`src/rtl/dcache_burst_controller.sv`:
```
// Write-back / write-allocate D-cache miss controller with multi-beat refill and writeback.
// Optional perf counters: define DCACHE_BURST_CTRL_PERF_EN.
module dcache_burst_controller #(
  parameter int ADDR_W      = 32,
  parameter int WORD_W      = 32,
  parameter int BLOCK_WORDS = 4,
  parameter int BEAT_WORDS  = 1,
  localparam int BLOCK_W = WORD_W * BLOCK_WORDS,
  localparam int BEAT_W  = WORD_W * BEAT_WORDS,
  localparam int BEATS   = BLOCK_WORDS / BEAT_WORDS,
  localparam int WBYTES  = WORD_W / 8,
  localparam int OFF_W   = $clog2(BLOCK_W / 8),
  localparam int BA_W    = ADDR_W - OFF_W,
  localparam int BIDX_W  = (BEATS > 1) ? $clog2(BEATS) : 1
)(
  input  logic                 i_clock,
  input  logic                 i_reset_n,
`ifdef DCACHE_BURST_CTRL_PERF_EN
  output logic [31:0]          o_perfHits,
  output logic [31:0]          o_perfMisses,
  output logic [31:0]          o_perfWritebacks,
`endif
  input  logic                 i_ren,
  input  logic                 i_wen,
  input  logic [ADDR_W-1:0]    i_addr,
  input  logic [WBYTES-1:0]    i_byteSelectVector,
  input  logic [WORD_W-1:0]    i_din,
  output logic                 o_stall,
  output logic [WORD_W-1:0]    o_dout,
  input  logic                 i_cacheHit,
  input  logic                 i_cacheDirtyBit,
  input  logic [BA_W-1:0]      i_cacheVictimAddr,
  input  logic [BLOCK_W-1:0]   i_cacheDout,
  output logic [BA_W-1:0]      o_BlockAddr,
  output logic                 o_cacheRen,
  output logic                 o_cacheWen,
  output logic                 o_cacheMemWen,
  output logic                 o_cacheFillDirty,
  output logic [BLOCK_W/8-1:0] o_cacheBytesAccess,
  output logic [BLOCK_W-1:0]   o_cacheDin,
  output logic                 o_memRen,
  output logic                 o_memWen,
  output logic [BA_W-1:0]      o_memAddr,
  output logic [BIDX_W-1:0]    o_memBeat,
  input  logic                 i_memReadReady,
  input  logic                 i_memWriteDone,
  input  logic [BEAT_W-1:0]    i_memDout,
  output logic [BEAT_W-1:0]    o_memDin
);
  localparam int WOFF_W = $clog2(WBYTES);
  localparam int WIDX_W = (BLOCK_WORDS > 1) ? $clog2(BLOCK_WORDS) : 1;

  typedef enum logic [1:0] {S_IDLE, S_WB, S_FETCH, S_FILL} state_t;

  state_t               r_state, w_next;
  logic [BIDX_W-1:0]    r_beat;
  logic [BLOCK_W-1:0]   r_fill;
  logic [BA_W-1:0]      r_blk, r_victim;
  logic [WIDX_W-1:0]    r_widx;
  logic                 r_wen;
  logic [WORD_W-1:0]    r_din;
  logic [WBYTES-1:0]    r_be;
  logic                 r_store_done;

  logic                 w_req, w_last, w_miss;
  logic [WIDX_W-1:0]    w_widx;
  logic [BLOCK_W-1:0]   w_merged;
  logic                 w_unused_lsb;

  assign w_req  = i_ren ^ i_wen;
  assign w_last = (r_beat == BIDX_W'(BEATS - 1));
  assign w_miss = (r_state == S_IDLE) && w_req && !i_cacheHit;

  generate
    if (BLOCK_WORDS > 1) begin : g_widx
      assign w_widx = i_addr[OFF_W-1:WOFF_W];
    end else begin : g_widx1
      assign w_widx = '0;
    end
    if (WOFF_W > 0) begin : g_lsb
      assign w_unused_lsb = ^i_addr[(WOFF_W > 0 ? WOFF_W : 1)-1:0];
    end else begin : g_lsb0
      assign w_unused_lsb = 1'b0;
    end
  endgenerate

  // Pending store bytes overlaid on the refilled block.
  always_comb begin
    w_merged = r_fill;
    for (int b = 0; b < WBYTES; b++)
      if (r_be[b]) w_merged[int'(r_widx)*WORD_W + b*8 +: 8] = r_din[b*8 +: 8];
  end

  always_ff @(posedge i_clock or negedge i_reset_n) begin
    if (!i_reset_n) r_state <= S_IDLE;
    else            r_state <= w_next;
  end

  always_comb begin
    w_next             = r_state;
    o_stall            = 1'b0;
    o_dout             = '0;
    o_cacheRen         = 1'b0;
    o_cacheWen         = 1'b0;
    o_cacheMemWen      = 1'b0;
    o_cacheFillDirty   = 1'b0;
    o_cacheBytesAccess = '0;
    o_cacheDin         = '0;
    o_memRen           = 1'b0;
    o_memWen           = 1'b0;
    o_BlockAddr        = r_blk;
    o_memAddr          = r_blk;
    o_memBeat          = r_beat;
    o_memDin           = i_cacheDout[int'(r_beat)*BEAT_W +: BEAT_W];
    case (r_state)
      S_IDLE: begin
        o_BlockAddr = i_addr[ADDR_W-1:OFF_W];
        if (w_req && i_cacheHit) begin
          if (i_ren) begin
            o_cacheRen = 1'b1;
            o_dout     = i_cacheDout[int'(w_widx)*WORD_W +: WORD_W];
          end else if (!r_store_done) begin
            // store already merged during FILL must not be written twice
            o_cacheWen = 1'b1;
            o_cacheBytesAccess[int'(w_widx)*WBYTES +: WBYTES] = i_byteSelectVector;
            o_cacheDin[int'(w_widx)*WORD_W +: WORD_W]         = i_din;
          end
        end else if (w_req) begin
          o_stall = 1'b1;
          w_next  = i_cacheDirtyBit ? S_WB : S_FETCH;
        end
      end
      S_WB: begin
        o_stall   = 1'b1;
        o_memWen  = 1'b1;
        o_memAddr = r_victim;
        if (i_memWriteDone && w_last) w_next = S_FETCH;
      end
      S_FETCH: begin
        o_stall  = 1'b1;
        o_memRen = 1'b1;
        if (i_memReadReady && w_last) w_next = S_FILL;
      end
      S_FILL: begin
        o_stall            = 1'b1;
        o_cacheMemWen      = 1'b1;
        o_cacheBytesAccess = '1;
        o_cacheDin         = r_wen ? w_merged : r_fill;
        o_cacheFillDirty   = r_wen;
        w_next             = S_IDLE;
      end
      default: w_next = S_IDLE;
    endcase
  end

  always_ff @(posedge i_clock or negedge i_reset_n) begin
    if (!i_reset_n) begin
      r_beat       <= '0;
      r_fill       <= '0;
      r_blk        <= '0;
      r_victim     <= '0;
      r_widx       <= '0;
      r_wen        <= 1'b0;
      r_din        <= '0;
      r_be         <= '0;
      r_store_done <= 1'b0;
    end else begin
      r_store_done <= 1'b0;
      case (r_state)
        S_IDLE: if (w_miss) begin
          r_blk    <= i_addr[ADDR_W-1:OFF_W];
          r_victim <= i_cacheVictimAddr;
          r_widx   <= w_widx;
          r_wen    <= i_wen;
          r_din    <= i_din;
          r_be     <= i_byteSelectVector;
          r_beat   <= '0;
        end
        S_WB: if (i_memWriteDone) r_beat <= w_last ? '0 : r_beat + 1'b1;
        S_FETCH: if (i_memReadReady) begin
          r_fill[int'(r_beat)*BEAT_W +: BEAT_W] <= i_memDout;
          r_beat <= w_last ? '0 : r_beat + 1'b1;
        end
        S_FILL: r_store_done <= r_wen;
        default: ;
      endcase
    end
  end

`ifdef DCACHE_BURST_CTRL_PERF_EN
  logic [31:0] r_perfHits, r_perfMisses, r_perfWritebacks;

  always_ff @(posedge i_clock or negedge i_reset_n) begin
    if (!i_reset_n) begin
      r_perfHits       <= '0;
      r_perfMisses     <= '0;
      r_perfWritebacks <= '0;
    end else begin
      if ((o_cacheRen || o_cacheWen) && r_perfHits != '1) r_perfHits <= r_perfHits + 1'b1;
      if (w_miss && r_perfMisses != '1) r_perfMisses <= r_perfMisses + 1'b1;
      if (w_miss && i_cacheDirtyBit && r_perfWritebacks != '1)
        r_perfWritebacks <= r_perfWritebacks + 1'b1;
    end
  end

  assign o_perfHits       = r_perfHits;
  assign o_perfMisses     = r_perfMisses;
  assign o_perfWritebacks = r_perfWritebacks;
`endif

endmodule

```
`config.mk`:
```
export PLATFORM = sky130hd
export DESIGN_NAME = dcache_burst_controller
export DESIGN_NICKNAME = d
export VERILOG_FILES = /design/src/rtl/dcache_burst_controller.sv
export SDC_FILE = /design/constraint.sdc
export NUM_CORES = 1
export LEC_CHECK = 0
export CAP_MARGIN = 20
export CORE_AREA = 5 5 204 206
export CTS_CLUSTER_SIZE = 20
export DETAILED_ROUTE_END_ITERATION = 8
export DIE_AREA = 0 0 209 211
export HOLD_SLACK_MARGIN = 0.08
export PLACE_DENSITY = 0.77
export SKIP_CTS_REPAIR_TIMING = 1
export SKIP_LAST_GASP = 1
export SYNTH_ARGS = -nofsm -noshare
export SYNTH_HDL_FRONTEND = slang
export SYNTH_SLANG_ARGS = --single-unit
```
`constraint.sdc`:
```
create_clock -name i_clock -period 5.45 [get_ports i_clock]
set_clock_uncertainty 0.2 [all_clocks]
set_input_delay 1.3625 -clock i_clock [delete_from_list [all_inputs] [get_ports i_clock]]
set_output_delay 1.3625 -clock i_clock [all_outputs]
set_load 0.005 [all_outputs]
```
==> results of run 1 <==
logic make-up after synthesis:
logic type,share of synthesized area
buffers and inverters,0.03642
flip-flops,0.4121
XOR/XNOR,0.0006327
AO/OA/AOI/OAI,0.1960
adder cells (fa/ha/maj),0.01898
multiplexers,0.2297
AND/OR/NAND/NOR,0.1062
layout by cell type (no fill, tap or decap), types with 35 or more instances in the layout:
master / count
clkdlybuf4s50_1: 531
a22o_1: 128
a21oi_1: 112
mux4_2: 64
nor2b_1: 35
mux2_2: 149
nand2_1: 45
and3_1: 127
o22ai_1: 128
dfrtp_1: 226
worst max-delay path: stages:
cell,delay [ns]
clkdlybuf4s50_1,0.60
nand4b_1,0.12
nor2_1,0.21
nand3_1,0.17
buf_4,0.30
o22ai_1,0.27
clkdlybuf4s50_1,0.64
state kept, by name, indices dropped and copies added, names as in the netlist:
signal	flops
o_memBeat	2
r_fill	128
r_din	32
r_state	2
r_victim	28
r_be	4
r_store_done	1
r_widx	2
r_wen	1
r_blk	28
area by class of cell:
type	count	area (um2)
Antenna cell	2	5.005
Clock buffer	36	738.2
Clock inverter	8	168.9
Fill cell	3444	18770
Inverter	13	48.80
Multi-Input combinational cell	898	7710
Sequential cell	228	5708
Tap cell	525	656.9
Timing Repair Buffer	566	5655
synth_stat cells:
master    number
buf_6          2
buf_4          4
nand4b_1       3
and3_1       127
a22o_1       128
nor2_1         6
nor4b_2        1
dfrtp_1      228
nor4_2         4
buf_1          3
or3_1          1
clkbuf_1      67
ha_1          21
o21ai_0       19
a221oi_1       1
xnor2_1        1
a22oi_1       17
nor2b_1       35
mux4_2        64
mux2_1         1
inv_1         13
o22ai_1      128
mux2_2       149
nor4b_1        1
nor3b_1        1
nand3_1       22
nor3b_2        1
nand4_1        2
nand2_1       46
a21oi_1      112
mux2i_1        5
and2_1         2
buf_2         28
worst min-delay path by stage:
stage | end | slack (ns) | cells past startpoint
finish | r_victim[2] | 0.30 | 1
global route | r_victim[17] | 0.31 | 1
CTS | r_victim[17] | 0.31 | 1
detailed placement | r_victim[18] | 0.29 | 1
global placement | r_victim[12] | 0.28 | 1
floorplan | r_blk[25] | 0.27 | 1
routing by layer:
layer / up-vias / GRT usage / part of all wire
li1: 5873 / - / -
met3: 145 / 0.07144 / 0.10
met4: 4 / 0.07246 / 0.033
met2: 904 / 0.4114 / 0.47
met1: 6789 / 0.3458 / 0.40
met5: - / 0 / 0.00041
per-stage QoR:
stage / setup slack (ns) / cells / util / hold WS [ns] / power, uW
finish: 0.1747 / 2276 / 0.5244 / 0.3044 / 10040
global route: 0.07125 / 2276 / 0.5244 / 0.3093 / 10540
CTS: 0.2143 / 2273 / 0.5238 / 0.3062 / 9989
detailed placement: 0.2195 / 2229 / 0.5008 / 0.2909 / 8077
global placement: 0.1786 / 2229 / 0.5008 / 0.2836 / 7950
floorplan: 0.5182 / 1243 / - / 0.2727 / 5590
power by group through the flow:
| stage | combinational [uW] | clock [uW] | sequential (uW) |
|---|---|---|---|
| 4_1_cts | 4970 | 1890 | 3130 |
| 3_5_place_dp | 4940 | 0 | 3140 |
| 3_3_place_gp | 4850 | 0 | 3100 |
| 2_1_floorplan | 2740 | 0 | 2850 |
| 6_report | 5070 | 1860 | 3110 |
| 5_1_grt | 5390 | 1960 | 3200 |
==> impl_metrics.csv, run 1 <==
group,metric,value,unit
setup_path,critical_path_required,3.89,ns
timing,slew_viol_final,0,
synth,syn-instance-count,1243,
cts,clock_sinks,228,
power,power_density,485.4,mW/mm2
placement,io_buffers,534,
power,pwr-share-seq,0.310,
synth,yosysWarningCount,0,
drt,antenna_left,0,
setup_path,r2r_slack,2.09,ns
cts,cts_max_path_buffers,3,
synth,synth_nets,1528,
cts,htreeDepth,1,
floorplanning,die_y,211,um
synth,synth_area_leader_cell,"dfrtp_1",
finish,drive_above_1_share,0.1721,
cts,cts_tree,"done",
power,ir_worst_vdd,0.4699,mV
synth,synth_top_area_frac,0.4121,
synth,avgSynthCellArea,11.14,um2
cts,cts_buffers,26,
synth,synth.yosys.seq_area_share,0.4121,
min_path,worstHoldStart,"r_victim[2]",
drt,first_pass_iters,6,
setup_path,crit_end,"o_cacheDin[15]",
floorplanning,dieArea,0.04410,mm2
timing,grt_setup_unrepaired,"false",
finish,final_area,0.02069,mm2
drt,drt_wl_total,60330,um
placement,place_congestion,0.9034,
timing,tns,0,ns
setup_path,reg2reg_to,"r_fill[60]",
drt,via_per_inst,6.026,
drt,routedWlPerCell,26.51,um
job,cap_viol_max_count,0,
placement,dpl.hpwl,43340,um
setup_path,start_kind,"primary input",
setup_path,path_class,"in2out",
global_route,grt_max_degree,98,
setup_path,r2r_cells,6,
setup_path,regToRegStartpoint,"o_memBeat[1]",
global_route,overflow,0,
finish,area_delta_synth_final,49.44,%
setup_path,end_kind,"output port",
floorplanning,ios,537,
synth,yosysUniqueCellTypes,33,
finish,nets,2018,
timing,fmax,0.1896,GHz
timing,slew_headroom,0.2988,
outcome,status,"finished clean",
global_route,grt_pass1_vias,14023,
timing,finalCritPeriodShare,0.9679,
synth,synth-seq-cells,228,
floorplanning,die_width,209,um
setup_path,crit_arrival,3.71,ns
floorplanning,core-area,0.03946,mm2
synth,synth_area,0.01385,mm2
global_route,antenna_found_initial,5,
timing,hold_viol,0,
floorplanning,start_util,0.3509,
power,p_leak,0.008444,uW
power,switching_share,0.3762,
drt,drtIter0Drc,1507,
synth,synthTopCellsByArea,"dfrtp_1 41%, mux2_2 12%, mux4_2 10%",
global_route,track_usage,0.2572,
global_route,grt_first_pass_wirelength,88800,um
cts,clock_latency,0.55,ns
floorplanning,rows,73,
drt,drc,0,
timing,setup_viol,0,
cts,cts_root_buf,"clkbuf_16",
placement,placed_area,0.01976,mm2
power,intPower,6265,uW
power,combinationalPowerShare,0.505,
setup_path,critPathLaunch,"i_wen",
power,pwr-share-clk,0.185,
cts,path_clk_slew,0.06,ns
min_path,hold_class,"reg2reg",
setup_path,cp_max_fo,36,
power,switchingPower,3778,uW
timing,period_needed,5.275,ns
timing,tightest_slew,1.052,ns
drt,num_vias,13715,
No activity file was read; power rests on OpenSTA's default activity.
==> run 2: changes to the inputs <==
--- a/config.mk
+++ b/config.mk
@@ -6,12 +6,12 @@
 export NUM_CORES = 1
 export LEC_CHECK = 0
 export CAP_MARGIN = 20
-export CORE_AREA = 5 5 204 206
+export CORE_AREA = 5 5 208 210
 export CTS_CLUSTER_SIZE = 20
 export DETAILED_ROUTE_END_ITERATION = 8
-export DIE_AREA = 0 0 209 211
+export DIE_AREA = 0 0 213 215
 export HOLD_SLACK_MARGIN = 0.08
-export PLACE_DENSITY = 0.77
+export PLACE_DENSITY = 0.74
 export SKIP_CTS_REPAIR_TIMING = 1
 export SKIP_LAST_GASP = 1
 export SYNTH_ARGS = -nofsm -noshare
==> impl_metrics.csv, run 2 (synthesized netlist as in run 1, its figures left out) <==
group,metric,value,unit
global_route,track_usage,0.2519,
finish,nFillCells,3639,
timing,hold_viol,0,
drt,first_pass_iters,6,
setup_path,crit_arrival,3.62,ns
min_path,whs_endpoint,"r_fill[7]",
floorplanning,start_util,0.3346,
drt,drt_wl_total,61030,um
finish,nets,2016,
placement,place_congestion,0.9317,
timing,slew_viol_final,0,
cts,cts_root_buf,"clkbuf_16",
global_route,antenna_found_initial,11,
power,p_leak,0.008428,uW
power,switchingPower,3775,uW
setup_path,end_kind,"output port",
cts,clock_sinks,228,
min_path,worstHoldStart,"r_fill[7]",
drt,drtIter0Drc,1530,
timing,finalCritPeriodShare,0.9515,
cts,cts_buffers,25,
timing,fmax,0.1928,GHz
cts,clock_latency,0.53,ns
setup_path,start_kind,"primary input",
finish,largest_reg_flops,128,
drt,via_per_inst,5.981,
finish,post-route-util,0.4995,
finish,fin_cells,2297,
drt,num_vias,13739,
drt,routedWlPerCell,26.57,um
global_route,grt_first_pass_wirelength,89270,um
floorplanning,die_width,213,um
outcome,status,"finished clean",
min_path,min_path_cells,1,
placement,dpl.hpwl,44040,um
power,power_density,481.1,mW/mm2
finish,drive_above_1_share,0.1761,
timing,slew_headroom,0.2722,
placement,placed_area,0.01978,mm2
floorplanning,rows,75,
power,pwr-share-seq,0.315,
global_route,grt_max_degree,115,
power,combinationalPowerShare,0.506,
setup_path,regToRegStartpoint,"o_memBeat[0]",
global_route,overflow,0,
drt,drc,0,
timing,tns,0,ns
floorplanning,dieArea,0.04580,mm2
setup_path,path_class,"in2out",
cts,htreeDepth,1,
finish,final_area,0.02067,mm2
setup_path,cp_max_fo,36,
placement,placedCellCount,2243,
timing,tightest_slew,1.092,ns
timing,period_needed,5.186,ns
min_path,hold_class,"reg2reg",
power,intPower,6172,uW
finish,final_cell_mix,"531 x clkdlybuf4s50_1, 226 x dfrtp_1, 149 x mux2_2",
placement,io_buffers,534,
power,ir_worst_vdd,0.3753,mV
cts,path_clk_slew,0.06,ns
setup_path,critical_path_required,3.89,ns
timing,setup_viol,0,
floorplanning,core-area,0.04138,mm2
power,switching_share,0.3795,
floorplanning,die_y,215,um
drt,antenna_left,0,
setup_path,r2r_cells,6,
setup_path,critPathLaunch,"i_ren",
floorplanning,ios,537,
job,cap_viol_max_count,0,
finish,final_common_cell,"clkdlybuf4s50_1",
timing,grt_setup_unrepaired,"false",
setup_path,r2r_slack,1.98,ns
cts,cts_tree,"done",
cts,cts_max_path_buffers,3,
power,pwr-share-clk,0.179,
finish,max_flop_register,"r_fill",
setup_path,reg2reg_to,"r_fill[39]",
finish,area_delta_synth_final,49.30,%
global_route,grt_pass1_vias,14097,
finish,top_regs,"r_fill (128), r_din (32)",
==> run 2: cell count changes in the layout (fill, tap and decap cells not counted), moves of 2 or more <==
cell        delta
clkinvlp_4     +2
clkinv_2       +6
diode_2        +7
clkbuf_1       -5
==> run 2: worst max path at each step <==
stage	endpoint	slack [ns]	cells past startpoint
after floorplan	o_cacheDin[34]	0.52	8
final	o_cacheDin[47]	0.26	6
after detailed placement	o_cacheDin[47]	0.14	6
after global placement	o_cacheDin[47]	0.17	6
after global routing	o_cacheDin[78]	0.11	8
after CTS	o_cacheDin[47]	0.14	6
==> run 2: metal layers <==
metal | routed length [um] | track usage | share of wire | up-vias
li1 | - | - | - | 5880
met2 | 28160 | 0.3920 | 0.46 | 902
met5 | 0 | 0.01509 | 0 | -
met4 | 1761 | 0.07852 | 0.029 | 0
met1 | 24700 | 0.3427 | 0.40 | 6831
met3 | 6404 | 0.06752 | 0.10 | 126
==> run 2: area by class of cell <==
class	count	area, um2	area share
sequential	228	5708	0.2761
tap	539	674.4	0.03262
timing repair buffer	565	5635	0.2726
multi-input combinational	898	7721	0.3735
clock inverter	14	153.9	0.007445
clock buffer	31	708.2	0.03426
inverter	13	48.80	0.002360
antenna	9	22.52	0.001089
==> run 2: critical path, stage by stage <==
cell and delay [ns]:
clkdlybuf4s50_1 0.51, nor4b_2 0.33, nand4_1 0.25, buf_12 0.26
o22ai_1 0.31, clkdlybuf4s50_1 0.58
==> run 2: metrics by stage <==
stage	power, uW	hold slack, ns	worst slack (ns)
finish	9946	0.3038	0.2642
global route	10450	0.3158	0.1064
CTS	9922	0.3084	0.1405
detailed placement	8097	0.2901	0.1432
global placement	7970	0.2844	0.1689
floorplan	5590	0.2727	0.5182
==> run 2: power groups by stage <==
stage	logic [uW]	clock network, uW	registers, uW
after global routing	5340	1880	3240
after CTS	5000	1810	3120
after global placement	4880	0	3090
final	5030	1780	3140
after detailed placement	4960	0	3130
after floorplan	2740	0	2850
